==> config.mk <==
export PLATFORM = sky130hd
export DESIGN_NAME = sha_message_loader
export DESIGN_NICKNAME = d
export VERILOG_FILES = /design/src/rtl/sha_message_loader.sv
export SDC_FILE = /design/constraint.sdc
export NUM_CORES = 1
export LEC_CHECK = 0
export CORE_MARGIN = 3
export CORE_UTILIZATION = 24
export DETAILED_ROUTE_END_ITERATION = 12
export GPL_TIMING_DRIVEN = 0
export SKIP_LAST_GASP = 1
export SYNTH_ARGS = -nofsm -noshare
export SYNTH_HDL_FRONTEND = slang
export SYNTH_HIERARCHICAL = 1
export SYNTH_SLANG_ARGS = --single-unit
==> constraint.sdc <==
create_clock -name i_clk -period 1.4 [get_ports i_clk]
set_input_delay 0.28 -clock i_clk [delete_from_list [all_inputs] [get_ports i_clk]]
set_output_delay 0.28 -clock i_clk [all_outputs]
set_load 0.1 [all_outputs]
==> src/rtl/sha_message_loader.sv <==
// sha_message_loader
//   Input-side front end for the SHA-256 hasher. Builds the message from
//   board switches: debounces the load/commit/clear buttons, shifts one byte
//   per load into a MSG_BYTES-byte register, raises start to the hasher and
//   keeps the message frozen until the hash has completed and been cleared.
//
// Optional feature macro: LOADER_BACKSPACE_EN
//   When defined, adds i_del_btn, a debounced backspace that drops the most
//   recently loaded byte while in IDLE.
//
// Ports
//   i_clk          block clock (same enable clock that drives the hasher)
//   i_reset        synchronous, active-high reset
//   i_data_in      byte to load (from sw[7:0])
//   i_load_btn     raw button: append i_data_in
//   i_commit_btn   raw button: start hashing (only when full)
//   i_clear_btn    raw button: empty the buffer
//   i_del_btn      raw button: backspace (LOADER_BACKSPACE_EN only)
//   i_hash_done    level from hasher: hash valid
//   o_message      message to hasher, first byte loaded in the MSBs
//   o_byte_count   bytes currently loaded
//   o_full         o_byte_count == MSG_BYTES
//   o_start        to hasher; high in START and WAIT
//   o_busy         high in START and WAIT
//   o_done         high in DONE
//
// state | meaning
// ------+------------------------------------------------------------
// IDLE  | collecting bytes; load/clear/commit (and del) accepted
// START | one cycle after an accepted commit; start raised
// WAIT  | hash in flight; message frozen, clear ignored
// DONE  | hash valid; message frozen until clear

// Button debouncer: two-flop synchronizer, then a down-counter that reloads
// on every change of the synchronized level. The accepted level follows the
// raw level once the counter has run out; the event is its rising edge.
module sha_loader_debounce #(
  parameter int CYCLES = 16
) (
  input  logic i_clk,
  input  logic i_reset,
  input  logic i_raw,
  output logic o_event
);
  localparam int CW = $clog2(CYCLES + 1);

  logic [1:0]    r_sync;
  logic          r_raw_q;
  logic [CW-1:0] r_cnt;
  logic          r_level;
  logic          r_level_q;

  always_ff @(posedge i_clk) begin
    if (i_reset) begin
      r_sync    <= 2'b00;
      r_raw_q   <= 1'b0;
      r_cnt     <= '0;
      r_level   <= 1'b0;
      r_level_q <= 1'b0;
    end else begin
      r_sync    <= {r_sync[0], i_raw};
      r_level_q <= r_level;
      if (r_sync[1] != r_raw_q) begin
        r_raw_q <= r_sync[1];
        r_cnt   <= CW'(CYCLES - 1);
      end else if (r_cnt != '0) begin
        r_cnt <= r_cnt - 1'b1;
      end else begin
        r_level <= r_raw_q;
      end
    end
  end

  assign o_event = r_level & ~r_level_q;
endmodule

module sha_message_loader #(
  parameter int MSG_BYTES       = 15,
  parameter int DEBOUNCE_CYCLES = 16
) (
  input  logic                           i_clk,
  input  logic                           i_reset,
  input  logic [7:0]                     i_data_in,
  input  logic                           i_load_btn,
  input  logic                           i_commit_btn,
  input  logic                           i_clear_btn,
`ifdef LOADER_BACKSPACE_EN
  input  logic                           i_del_btn,
`endif
  input  logic                           i_hash_done,
  output logic [8*MSG_BYTES-1:0]         o_message,
  output logic [$clog2(MSG_BYTES+1)-1:0] o_byte_count,
  output logic                           o_full,
  output logic                           o_start,
  output logic                           o_busy,
  output logic                           o_done
);
  localparam int MW   = 8 * MSG_BYTES;
  localparam int CNTW = $clog2(MSG_BYTES + 1);

  typedef enum logic [1:0] {
    ST_IDLE  = 2'd0,
    ST_START = 2'd1,
    ST_WAIT  = 2'd2,
    ST_DONE  = 2'd3
  } state_t;

  state_t          r_state;
  logic [MW-1:0]   r_message;
  logic [CNTW-1:0] r_count;
  logic            r_start;
  logic            r_busy;
  logic            r_done;

  logic w_load_evt;
  logic w_commit_evt;
  logic w_clear_evt;
  logic w_full;

  sha_loader_debounce #(.CYCLES(DEBOUNCE_CYCLES)) u_db_load (
    .i_clk(i_clk), .i_reset(i_reset), .i_raw(i_load_btn), .o_event(w_load_evt)
  );
  sha_loader_debounce #(.CYCLES(DEBOUNCE_CYCLES)) u_db_commit (
    .i_clk(i_clk), .i_reset(i_reset), .i_raw(i_commit_btn), .o_event(w_commit_evt)
  );
  sha_loader_debounce #(.CYCLES(DEBOUNCE_CYCLES)) u_db_clear (
    .i_clk(i_clk), .i_reset(i_reset), .i_raw(i_clear_btn), .o_event(w_clear_evt)
  );

`ifdef LOADER_BACKSPACE_EN
  logic w_del_evt;
  sha_loader_debounce #(.CYCLES(DEBOUNCE_CYCLES)) u_db_del (
    .i_clk(i_clk), .i_reset(i_reset), .i_raw(i_del_btn), .o_event(w_del_evt)
  );
`endif

  assign w_full = (r_count == CNTW'(MSG_BYTES));

  // Event priority is clear > commit > load (> del). Each condition already
  // includes its own legality, so an illegal higher-priority event falls
  // through and lets the next legal one act.
  always_ff @(posedge i_clk) begin
    if (i_reset) begin
      r_state   <= ST_IDLE;
      r_message <= '0;
      r_count   <= '0;
      r_start   <= 1'b0;
      r_busy    <= 1'b0;
      r_done    <= 1'b0;
    end else begin
      case (r_state)
        ST_IDLE: begin
          if (w_clear_evt) begin
            r_message <= '0;
            r_count   <= '0;
          end else if (w_commit_evt && w_full) begin
            r_state <= ST_START;
            r_start <= 1'b1;
            r_busy  <= 1'b1;
          end else if (w_load_evt && !w_full) begin
            r_message <= {r_message[MW-9:0], i_data_in};
            r_count   <= r_count + CNTW'(1);
          end
`ifdef LOADER_BACKSPACE_EN
          else if (w_del_evt && (r_count != '0)) begin
            r_message <= {8'h00, r_message[MW-1:8]};
            r_count   <= r_count - CNTW'(1);
          end
`endif
        end
        ST_START: begin
          r_state <= ST_WAIT;
        end
        ST_WAIT: begin
          // A level already high on entry is honoured on the first WAIT cycle.
          if (i_hash_done) begin
            r_state <= ST_DONE;
            r_start <= 1'b0;
            r_busy  <= 1'b0;
            r_done  <= 1'b1;
          end
        end
        ST_DONE: begin
          if (w_clear_evt) begin
            r_state   <= ST_IDLE;
            r_message <= '0;
            r_count   <= '0;
            r_done    <= 1'b0;
          end
        end
        default: begin
          r_state <= ST_IDLE;
          r_start <= 1'b0;
          r_busy  <= 1'b0;
          r_done  <= 1'b0;
        end
      endcase
    end
  end

  assign o_message    = r_message;
  assign o_byte_count = r_count;
  assign o_full       = w_full;
  assign o_start      = r_start;
  assign o_busy       = r_busy;
  assign o_done       = r_done;
endmodule
==> results.sh, run 1 <==
export IMPL_fin_setup_tns_ns=-18.49
export IMPL_drcViolationCount=0
export IMPL_multi_input_area_um2=3390
export IMPL_drt_total_wl_um=19900
export IMPL_crit_path_start="r_state[0]"
export IMPL_status="finished with violations"
export IMPL_p_seq_frac=0.419
export IMPL_layout_commonest_cell="dfxtp_1"
export IMPL_avgViaCountPerCell=4.62
export IMPL_seqCellArea_um2=3220
export IMPL_swShare=0.261
export IMPL_grt_use_total=0.139
export IMPL_worstSkewPairLatency_ns=0.43
export IMPL_min_delay_path_depth=2
export IMPL_synth_area_per_cell_um2=8.49
export IMPL_syn_to_final_growth_pct=73.0
export IMPL_leakage_nw=3.93
export IMPL_cellPowerDensity_nw_per_um2=1120
export IMPL_tightest_slew_ns=0.559
export IMPL_worst_hold_path_type="in2reg"
export IMPL_slew_viol_final=0
export IMPL_vdd_ir_drop_max_uv=729
export IMPL_drive_gt1_frac=0.487
export IMPL_hold_start="i_reset"
export IMPL_reg2reg_from="r_state[0]"
export IMPL_reg2reg_depth=9
export IMPL_p_sw_mw=3.08
export IMPL_dr_pass1_iters=4
export IMPL_grt_overflow_total=0
export IMPL_drv_cap=0
export IMPL_fin_worst_hold_slack_ns=0.264
export IMPL_nets=951
export IMPL_worstSetupPathDepth=9
export IMPL_combPwrFrac=0.178
export IMPL_crit_buf_inv=4
export IMPL_max_clock_path_buffers=2
export IMPL_ctsHoldBuffers=0
export IMPL_crit_slowest_cell="dfxtp_4"
export IMPL_antenna_cells=0
export IMPL_vias=5837
export IMPL_finalCritPeriodShare=1.17
export IMPL_arrival_ns=1.94
export IMPL_setup_ws_ns=-0.233
export IMPL_rsz0062_at_grt="yes"
export IMPL_synth_seq_cells=158
export IMPL_max_stage_delay_ns=0.36
export IMPL_dp_cells=1184
export IMPL_critPathMaxFanout=7
export IMPL_core_um2=24700
export IMPL_n_fill_cell=2349
export IMPL_synth_distinct_cells=36
export IMPL_synth_top_area_frac=0.518
export IMPL_drt_iter0_markers=349
export IMPL_yosysWarnings=6
export IMPL_die_w_um=166
export IMPL_grt_max_degree=17
export IMPL_cts_buffers=17
export IMPL_crit_required_ns=1.70
export IMPL_io_buffers=140
export IMPL_grt_pass1_wl_um=29800
export IMPL_stdcell_count=1263
export IMPL_setup_viol=138
export IMPL_crit_type="reg2reg"
export IMPL_utilization=0.428
export IMPL_p_clk_frac=0.403
export IMPL_most_common_layout_cells="dfxtp_1 (127), buf_6 (106), nand3_1 (101)"
export IMPL_syn_nets=745
export IMPL_antenna_found_initial=0
export IMPL_die_h_um=166
export IMPL_cts_tree="built"
export IMPL_yosys_top_cells_area="dfxtp_1 (52%), a21oi_1 (11%), nand3_1 (9.5%), nand2_1 (8.7%), ha_1 (2.3%)"
export IMPL_root_buffer="clkbuf_16"
export IMPL_initial_utilization=0.248
export IMPL_critPathLaunchType="flip-flop"
export IMPL_wl_per_cell_um=15.7
export IMPL_cts_clk_slew_worst_paths_ns=0.06
export IMPL_synth_area_um2=6110
export IMPL_max_freq_mhz=612
export IMPL_h_tree_depth=4
export IMPL_hold_viol_final=0
export IMPL_synth_cells=720
export IMPL_cpLargestDelayFamily="buffers and inverters"
export IMPL_violations="negative setup slack"
export IMPL_ant_nets=0
export IMPL_row_count=57
export IMPL_yosysSeqAreaShare=0.518
export IMPL_p_int_mw=8.75
export IMPL_globalplace_congestion=0.773
export IMPL_yosysTopAreaCell="dfxtp_1"
export IMPL_crit_chain="inv_4 > ha_4 > nand3b_4 > nand2b_4 > buf_16 > buf_12 > clkbuf_16 > nand2_2 > a21oi_2"
export IMPL_dp_final_hpwl_um=13100
export IMPL_io_pins=142
export IMPL_skew_ns=0.0135
export IMPL_grt_pass1_vias=5520
export IMPL_endpoint_kind="flip-flop"
export IMPL_slew_headroom=0.627
export IMPL_min_period_ns=1.63
export IMPL_cts_sinks=158
export IMPL_die_area_um2=27400
[layer usage]
layer | vias up | wire length [um] | track usage | part of all wire
met5 | - | 0 | 0 | 0
met1 | 2802 | 8570 | 0.174 | 0.43
met4 | 0 | 380 | 0.0491 | 0.019
met2 | 119 | 10100 | 0.235 | 0.51
li1 | 2889 | - | - | -
met3 | 27 | 834 | 0.0317 | 0.042
[worst paths after layout]
kind	to	slack, ns
worst max-delay path	o_message[41]	-0.23
worst min-delay path	r_state[1]	0.26
worst max register to register	o_message[41]	-0.23
worst min register to register	u_db_commit/r_sync[1]	0.44
[cell type report]
| cell class | instances | share of cell area |
|---|---|---|
| plain buffers | 51 | 0.0445 |
| repair buffers | 193 | 0.229 |
| inverters | 11 | 0.00497 |
| flip-flops and latches | 158 | 0.305 |
| clock inverters | 13 | 0.0153 |
| well taps | 324 | 0.0384 |
| clock buffers | 19 | 0.0419 |
| multi-input cells | 494 | 0.321 |
[power by group through the flow]
| stage | Combinational, mW | Clock, mW | Sequential [mW] |
|---|---|---|---|
| floorplan | 1.37 | 0 | 5.02 |
| global route | 2.34 | 5.06 | 4.99 |
| CTS | 1.78 | 4.88 | 4.91 |
| detailed placement | 1.71 | 0 | 5.01 |
| finish | 2.11 | 4.77 | 4.96 |
| global placement | 1.67 | 0 | 5.00 |
[cell families after synthesis]
| logic type | Yosys count | synth area share |
|---|---|---|
| buffers and inverters | 68 | 0.0563 |
| adder cells (fa/ha/maj) | 11 | 0.0225 |
| XOR/XNOR | 12 | 0.0172 |
| AND/OR/NAND/NOR | 315 | 0.248 |
| multiplexers | 3 | 0.00737 |
| AO/OA/AOI/OAI | 153 | 0.131 |
| flip-flops | 158 | 0.518 |
[Yosys cell counts]
cell type,n
dfxtp_1,158
nand2_1,141
a21oi_1,132
nand3_1,116
buf_2,23
nor2b_1,19
clkbuf_1,16
buf_4,12
xnor2_1,12
ha_1,11
inv_1,11
a31oi_1,7
nor2_1,7
o21ai_0,6
or3_1,6
buf_1,4
nor3_1,4
nor3b_1,4
a21oi_2,3
and2b_1,3
mux2_4,3
nor4b_1,3
or4b_4,3
buf_6,2
nand2b_1,2
o41ai_1,2
a221o_1,1
and2_1,1
nand2b_4,1
nand3_2,1
nand3b_2,1
nor2_4,1
o211ai_1,1
o21ai_1,1
or2_2,1
or4b_1,1
[flip-flops by register name (all words and copies together), names as in the netlist]
signal	cells
o_message	120
u_db_clear/r_cnt	5
u_db_commit/r_cnt	5
u_db_load/r_cnt	5
o_byte_count	4
r_state	2
u_db_clear/r_sync	2
u_db_commit/r_sync	2
u_db_load/r_sync	2
o_busy	1
o_done	1
u_db_clear/r_level	1
u_db_clear/r_level_q	1
u_db_clear/r_raw_q	1
u_db_commit/r_level	1
u_db_commit/r_level_q	1
u_db_commit/r_raw_q	1
u_db_load/r_level	1
u_db_load/r_level_q	1
u_db_load/r_raw_q	1
[stage by stage]
step	power (mW)	setup slack (ns)	area (um^2)
floorplan	6.39	-0.662	6190
global placement	6.67	-0.860	8000
detailed placement	6.72	-0.850	8000
CTS	11.6	-0.248	9540
global route	12.4	-0.301	10600
finish	11.8	-0.233	10600
[repair_timing]
item | in CTS | in global routing
pin swaps | 17 | 68
cloned | 12 | 6
setup buffers | 28 | 14
resized for setup | 980 | 279
setup endpoints to repair | 264 | 192
Note: power is estimated with default switching activity, not from simulation.
==> inputs of run 2 (changes only) <==
Settings changed: MAX_ROUTING_LAYER set to met4.
==> results.sh, run 2 (same netlist as run 1, synthesis figures left out) <==
export IMPL_status="finished with violations"
export IMPL_violations="negative setup slack"
export IMPL_skew_ns=0.0117
export IMPL_drt_total_wl_um=19900
export IMPL_seqCellArea_um2=3220
export IMPL_critPathLaunchType="flip-flop"
export IMPL_combPwrFrac=0.178
export IMPL_slew_viol_final=0
export IMPL_dp_slack_ns=-0.850
export IMPL_slew_headroom=0.626
export IMPL_design_area_um2=10500
export IMPL_drcViolationCount=0
export IMPL_io_pins=142
export IMPL_nets=951
export IMPL_dp_cells=1184
export IMPL_min_period_ns=1.63
export IMPL_p_seq_frac=0.419
export IMPL_cts_sinks=158
export IMPL_grt_pass1_wl_um=29800
export IMPL_root_buffer="clkbuf_16"
export IMPL_h_tree_depth=4
export IMPL_grt_max_degree=17
export IMPL_wl_per_cell_um=15.7
export IMPL_ant_nets=0
export IMPL_antenna_found_initial=0
export IMPL_max_freq_mhz=612
export IMPL_max_clock_path_buffers=2
export IMPL_avgViaCountPerCell=4.62
export IMPL_setup_ws_ns=-0.235
export IMPL_io_buffers=140
export IMPL_utilization=0.427
export IMPL_crit_type="reg2reg"
export IMPL_drv_cap=0
export IMPL_worst_hold_path_type="in2reg"
export IMPL_grt_overflow_total=0
export IMPL_globalplace_congestion=0.785
export IMPL_vias=5834
export IMPL_arrival_ns=1.94
export IMPL_dp_final_hpwl_um=13100
export IMPL_cts_clk_slew_worst_paths_ns=0.06
export IMPL_grt_pass1_vias=5521
export IMPL_largest_register_ffs=120
export IMPL_p_clk_frac=0.403
export IMPL_endpoint_kind="flip-flop"
export IMPL_p_int_mw=8.75
export IMPL_tightest_slew_ns=0.561
export IMPL_dr_pass1_iters=4
export IMPL_initial_utilization=0.248
export IMPL_cts_tree="built"
export IMPL_crit_required_ns=1.70
export IMPL_swShare=0.261
export IMPL_drive_gt1_frac=0.486
export IMPL_row_count=57
export IMPL_drt_iter0_markers=389
export IMPL_n_fill_cell=2355
export IMPL_core_um2=24700
export IMPL_layout_commonest_cell="dfxtp_1"
export IMPL_ctsHoldBuffers=0
export IMPL_critPathMaxFanout=7
export IMPL_setup_viol=140
export IMPL_multi_input_area_um2=3400
export IMPL_cellPowerDensity_nw_per_um2=1120
export IMPL_stdcell_count=1263
export IMPL_most_common_layout_cells="dfxtp_1 (129), buf_6 (109), nand3_1 (100)"
export IMPL_fin_setup_tns_ns=-18.63
export IMPL_syn_to_final_growth_pct=72.3
export IMPL_vdd_ir_drop_max_uv=732
export IMPL_leakage_nw=3.92
export IMPL_cts_buffers=17
export IMPL_rsz0062_at_grt="yes"
export IMPL_die_area_um2=27400
export IMPL_worstSkewPairLatency_ns=0.43
export IMPL_hold_viol_final=0
export IMPL_die_h_um=166
export IMPL_grt_use_total=0.143
export IMPL_place_area_um2=8000
export IMPL_finalCritPeriodShare=1.17
export IMPL_p_sw_mw=3.09
export IMPL_antenna_cells=0
export IMPL_die_w_um=166
## run 2: area by class of cell
cell class                 instances  share of cell area
inverter                          11             0.00499
clock inverter                    13              0.0153
timing repair buffer             193               0.226
clock buffer                      19              0.0421
tap                              324              0.0385
sequential                       158               0.306
buffer                            51              0.0447
multi-input combinational        494               0.323
## run 2: power groups by stage
stage	Sequential [mW]	Clock, mW	Combinational (mW)
final	4.96	4.77	2.11
after global routing	4.99	5.06	2.34
after CTS	4.91	4.88	1.78
after detailed placement	5.01	0	1.71
after global placement	5.00	0	1.67
after floorplan	5.02	0	1.37
## run 2: what timing repair did
| item | in CTS | in global routing |
|---|---|---|
| pin swaps | 17 | 69 |
| gates cloned | 12 | 6 |
| resized for setup | 980 | 268 |
| setup buffers | 28 | 14 |
| setup endpoints to repair | 264 | 187 |
## run 2: path summary, 6_finish.rpt
| check | from | to | slack [ns] | cells past startpoint |
|---|---|---|---|---|
| worst max-delay path | r_state[0] | o_message[41] | -0.23 | 9 |
| worst min-delay path | i_reset | r_state[1] | 0.25 | 2 |
| worst max register to register | r_state[0] | o_message[41] | -0.23 | 9 |
| worst min register to register | u_db_commit/r_sync[0] | u_db_commit/r_sync[1] | 0.44 | 1 |
## run 2: layer usage
layer,GRT usage,part of all wire,wire length (um)
met1,0.174,0.43,8540
met2,0.235,0.51,10100
met5,-,0,0
met3,0.0309,0.043,845
met4,0.0491,0.019,387
## run 2: critical path, cell delays in order (launching register included)
cell and delay, ns:
dfxtp_4 0.36, inv_4 0.08, ha_4 0.19, nand3b_4 0.10
nand2b_4 0.20, buf_16 0.16, buf_12 0.14, clkbuf_16 0.16
nand2_2 0.07, a21oi_2 0.05
## run 2: per-stage QoR
| step | hold slack [ns] | power (mW) |
|---|---|---|
| 6_report | 0.249 | 11.8 |
| 5_1_grt | 0.254 | 12.4 |
| 4_1_cts | 0.227 | 11.6 |
| 3_5_place_dp | 0.420 | 6.72 |
| 3_3_place_gp | 0.420 | 6.67 |
| 2_1_floorplan | 0.408 | 6.39 |
